[config.mk]
export PLATFORM = sky130hd
export DESIGN_NAME = card_deal_ctl
export DESIGN_NICKNAME = d
export VERILOG_FILES = /design/src/rtl/card_deal_ctl.sv
export SDC_FILE = /design/constraint.sdc
export NUM_CORES = 1
export LEC_CHECK = 0
export BUFFER_PORTS_ARGS = -buffer_cell sky130_fd_sc_hd__buf_2
export CORE_UTILIZATION = 65
export DETAILED_ROUTE_END_ITERATION = 8
export HOLD_SLACK_MARGIN = 0.05
export PLACE_DENSITY = 0.81
export SKIP_LAST_GASP = 1
export SLEW_MARGIN = 10
export SYNTH_ARGS = -nofsm -noshare
export SYNTH_HDL_FRONTEND = slang
export SYNTH_SLANG_ARGS = --single-unit
[constraint.sdc]
create_clock -name clk -period 10.3 [get_ports clk]
set_input_delay 1.545 -clock clk [delete_from_list [all_inputs] [get_ports clk]]
set_output_delay 1.545 -clock clk [all_outputs]
set_load 0.01 [all_outputs]
[src/rtl/card_deal_ctl.sv]
// Dealing sequencer: fills a pair table, Fisher-Yates shuffles it with an LFSR,
// then streams it to the register file as packed {data, address, enable} writes.
module card_deal_ctl #(
    parameter int ADDR_W    = 5,
    parameter int DATA_W    = 14,
    parameter int STATE_W   = 2,
    parameter int MAX_CARDS = 32,
    parameter int FIRST_IDX = 1
) (
    input  logic                     clk,
    input  logic                     rst,
    input  logic                     start,
    input  logic [ADDR_W:0]          num_of_cards,
    input  logic                     wr_ready,
    output logic [DATA_W+ADDR_W:0]   write_data,
    output logic                     busy,
    output logic                     done,
    output logic                     err
);

    typedef enum logic [2:0] {S_IDLE, S_FILL, S_SHUFFLE, S_WRITE, S_DONE} state_t;

    state_t            state;
    logic [15:0]       lfsr;
    logic [ADDR_W-1:0] tab [MAX_CARDS];
    logic [ADDR_W:0]   n;
    logic [ADDR_W-1:0] k;
    logic [ADDR_W-1:0] i;
    logic [ADDR_W-1:0] last;
    logic [ADDR_W-1:0] mask;
    logic [ADDR_W-1:0] j;
    logic [ADDR_W:0]   n_req;
    logic [ADDR_W:0]   end_addr;
    logic              req_bad;

    function automatic logic [DATA_W+ADDR_W:0] pack(input logic [ADDR_W-1:0] pid,
                                                     input logic [ADDR_W-1:0] idx);
        logic [DATA_W-1:0] data;
        logic [ADDR_W-1:0] addr;
        data = '0;
        data[STATE_W +: ADDR_W] = pid;
        addr = idx + ADDR_W'(FIRST_IDX);
        return {data, addr, 1'b1};
    endfunction

    always_comb begin
        n_req    = num_of_cards & ~(ADDR_W+1)'(1);
        end_addr = n_req + (ADDR_W+1)'(FIRST_IDX) - (ADDR_W+1)'(1);
        req_bad  = (n_req < (ADDR_W+1)'(2)) || (32'(n_req) > 32'(MAX_CARDS)) ||
                   (end_addr > (ADDR_W+1)'(2**ADDR_W - 1));
        last     = ADDR_W'(n - 1);
        mask     = i;
        for (int unsigned s = 1; s < ADDR_W; s++) begin
            mask = mask | (mask >> s);
        end
        j = lfsr[ADDR_W-1:0] & mask;
    end

    always_ff @(posedge clk) begin
        if (rst) begin
            lfsr <= 16'hACE1;
        end else begin
            lfsr <= {1'b0, lfsr[15:1]} ^ (lfsr[0] ? 16'hB400 : 16'h0000);
        end
    end

    always_ff @(posedge clk) begin
        if (rst) begin
            state      <= S_IDLE;
            write_data <= '0;
            err        <= 1'b0;
            n          <= '0;
            k          <= '0;
            i          <= '0;
        end else begin
            case (state)
                S_IDLE: begin
                    if (start) begin
                        if (req_bad) begin
                            err   <= 1'b1;
                            state <= S_DONE;
                        end else begin
                            err   <= 1'b0;
                            n     <= n_req;
                            k     <= '0;
                            state <= S_FILL;
                        end
                    end
                end
                S_FILL: begin
                    tab[k] <= {1'b0, k[ADDR_W-1:1]};
                    if (k == last) begin
                        i     <= last;
                        state <= S_SHUFFLE;
                    end else begin
                        k <= k + 1'b1;
                    end
                end
                S_SHUFFLE: begin
                    if (j <= i) begin
                        tab[i] <= tab[j];
                        tab[j] <= tab[i];
                        i      <= i - 1'b1;
                        if (i == ADDR_W'(1)) begin
                            // Final swap lands this cycle; forward its effect on entry 0.
                            k          <= '0;
                            write_data <= pack((j == '0) ? tab[1] : tab[0], '0);
                            state      <= S_WRITE;
                        end
                    end
                end
                S_WRITE: begin
                    if (wr_ready) begin
                        if (k == last) begin
                            write_data <= '0;
                            state      <= S_DONE;
                        end else begin
                            k          <= k + 1'b1;
                            write_data <= pack(tab[k + 1'b1], k + 1'b1);
                        end
                    end
                end
                S_DONE:  state <= S_IDLE;
                default: state <= S_IDLE;
            endcase
        end
    end

    assign busy = (state != S_IDLE);
    assign done = (state == S_DONE);

endmodule

==> metrics.md <==
| Metric | Value |
|---|---|
| # setup viols final | 0 |
| CTS sink count | 210 |
| Setup TNS | 0 ns |
| Critical Path Max Stage Delay | 1.14 ns |
| Hold Buf Count CTS | 0 |
| Worst Setup End Kind | flop |
| Core area | about 21000 sq um |
| Hold Path Class | reg2reg |
| Async set-reset flop share out of synthesis | 0 |
| P_leak | between 5 and 6 nW |
| Max-slew violations | 0 |
| Setup Buffers After CTS | 0 |
| Synth top area share | 0.346 |
| Syn Area/Cell | approximately 11 sq um |
| Clock skew | between 0.01 and 0.015 ns |
| Mapped cell area | 13900 sq um |
| Synthesis Warnings | 0 |
| Detail Route Antenna Nets | 0 |
| Area leader, netlist | edfxtp_1 |
| RePlAce Congestion | 1.06 |
| Antenna cells | 0 |
| Final worst setup slack | 4.95 ns |
| Commonest non-fill, non-tap cell in the layout | mux2i_1 |
| Synth Instances | 1220 |
| Synth area leaders | edfxtp_1 35%, mux4_2 15%, mux2i_1 13% |
| Share of layout cells above drive strength 1 | 0.202 |
| DR DRC count | 0 |
| Worst-path cell chain | inv_1 -> ha_1 -> or4b_4 -> nand2_4 -> ha_1 -> nand4_1 -> o21a_1 -> a21o_1 -> buf_4 -> or4_1 -> or4_2 -> mux2i_1 |
| CP bufs+invs | 2 |
| Max_slew headroom | 0.342 |
| Overall routed net length | 46.0 mm |
| Gates resized, CTS repair | 0 |
| # rows | 53 |
| H-tree levels | 1 |
| CP max stage cell | or4_2 |
| Fin. Hold Viols | 0 |
| Netlist cell types | a little under 70 |
| Unrepaired setup endpoints after global routing | false |
| Outcome | completed |
| Main flop type after synthesis | edfxtp_1 |
| Final nets | between 1000 and 1500 |
| Tot GR Track Use | 0.428 |
| Synthesis-to-finish area growth | 7.12% |
| Place WS | just over 5 ns |
| CTS root buf | clkbuf_16 |
| Clk_lat worst skew | approximately 0.53 ns |
| Crit Path Class | reg2reg |
| Max-cap viol count | 0 |
| Die area | between 20000 and 25000 sq um |
| Num CTS Buffers | 23 |
| Largest net degree at the start of global routing | 60 |
| Max frequency | ~0.19 GHz |
| Nature of the critical path startpoint | flop |
| CTS tree | yes |
| Pwr dens | 125 nW/um^2 |
| Quantity of I/O buffers inserted on ports | 22 |
| Critical Path RT | 10.65 ns |
| Initial antenna violation count | 4 |
| Placed wire-length estimate | a little over 30 mm |
| CP top delay family | simple AND/OR/NAND/NOR gates |
| Synth Register Bits | 210 |
| Via count | 11600 |
| Seq/Total Area, Yosys | 0.417 |
| Fin util | 0.709 |
| Worst Tran Pin Value | around 1 ns |
| Via density | a little under 8 |
| Drt pass-1 iters | 8 |
| Crit path DAT | 5.70 ns |
| Worst IR Drop VDD | roughly 120 uV |
| Vias in the first global route | about 11000 |
| Final period utilization | 0.520 |
| Top Ports | 33 |
| Routed len/inst | approximately 31 um |
| Most frequent cells in the layout | 184 x mux2i_1, 160 x edfxtp_1, 91 x mux4_2 |
| Initial Utilization | 0.662 |
| CP most frequent cell | ha_1 |
| Post-route minimum period | between 5 and 6 ns |
| Total congestion overflow | 0 |
| First-pass GRT wire length | between 60 and 70 mm |
| Die Height | ~150 um |
| Crit path max fanout | 58 |
| Clock transition at path regs | 0.06 ns |
| DRT iter0 DRCs | between 2000 and 2500 |
| Maximum root-to-sink buffer count | 3 |
| Die X | ~150 um |
| EDFF count, synth | 160 |
stage by stage:
step / hold slack (ns) / std cells / power, mW / cell area (sq um)
final: 0.408 / 1465 / 1.87 / 14900
after CTS: 0.408 / 1465 / 1.86 / 14900
after floorplan: 0.389 / 1228 / 1.01 / 13900
after detailed placement: 0.394 / 1424 / 1.04 / 14100
after global placement: 0.394 / 1424 / 1.04 / 14100
after global routing: 0.418 / 1465 / 1.90 / 14900
state kept, by name (all words and copies together) (netlist names), named ones only:
name        flops
write_data     11
n               4
i               5
err             1
k               5
tab           160
state           3
lfsr           16
worst paths after layout:
path | startpoint | to | slack [ns] | depth (start not counted)
max | i[1]$_SDFFE_PP0P_ | tab[14][4]$_DFFE_PP_ | 4.95 | 12
min | lfsr[8]$_SDFF_PP0_ | lfsr[7]$_SDFF_PP1_ | 0.41 | 1
max reg2reg | i[1]$_SDFFE_PP0P_ | tab[14][4]$_DFFE_PP_ | 4.95 | 12
min reg2reg | lfsr[8]$_SDFF_PP0_ | lfsr[7]$_SDFF_PP1_ | 0.41 | 1
logic make-up (layout without fill, tap and decap cells):
group | Yosys count | in the layout | share of synthesized area
AO/OA/AOI/OAI | 244 | 244 | 0.107
buffers and inverters | 155 | 117 | 0.0493
other | 1 | 9 | 0.000270
flip-flops | 210 | 210 | 0.417
XOR/XNOR | 16 | 16 | 0.0111
multiplexers | 301 | 301 | 0.301
adder cells (fa/ha/maj) | 10 | 10 | 0.00900
AND/OR/NAND/NOR | 283 | 283 | 0.105
final cells by class:
| class | instances | area [sq um] |
|---|---|---|
| tap | 275 | 344 |
| clock buffer | 30 | 657 |
| clock inverter | 11 | 90.1 |
| fill | 1511 | 6130 |
| inverter | 23 | 86.3 |
| timing repair buffer | 53 | 343 |
| multi-input combinational | 863 | 7560 |
| sequential | 210 | 5810 |
synth_stat cells (17+ instances only):
| master | n |
|---|---|
| mux2i_1 | 187 |
| edfxtp_1 | 160 |
| mux4_2 | 91 |
| clkbuf_1 | 84 |
| a21oi_1 | 73 |
| o21ai_0 | 72 |
| nand3_1 | 68 |
| nand2_1 | 61 |
| dfxtp_1 | 50 |
| nor2_1 | 40 |
| mux2_2 | 22 |
| buf_2 | 20 |
| inv_1 | 20 |
| nor3_1 | 19 |
| nand4_1 | 17 |
layer usage:
metal	up-vias	share of wire	global-route usage	routed length [um]
met5	-	0.00085	0.00909	39
met4	6	0.071	0.237	3260
met3	301	0.17	0.177	7650
met2	1157	0.43	0.617	19700
met1	5491	0.33	0.546	15400
li1	4641	-	-	-
where the power goes:
part / switching (mW) / leakage (nW) / total (mW) / internal (mW)
Combinational: 0.0711 / 3.53 / 0.115 / 0.0442
Clock: 0.357 / 0.369 / 0.833 / 0.476
Sequential: 0.00985 / 1.95 / 0.917 / 0.907
Total: 0.438 / 5.85 / 1.87 / 1.43
Note: power is estimated with default switching activity, not from simulation.
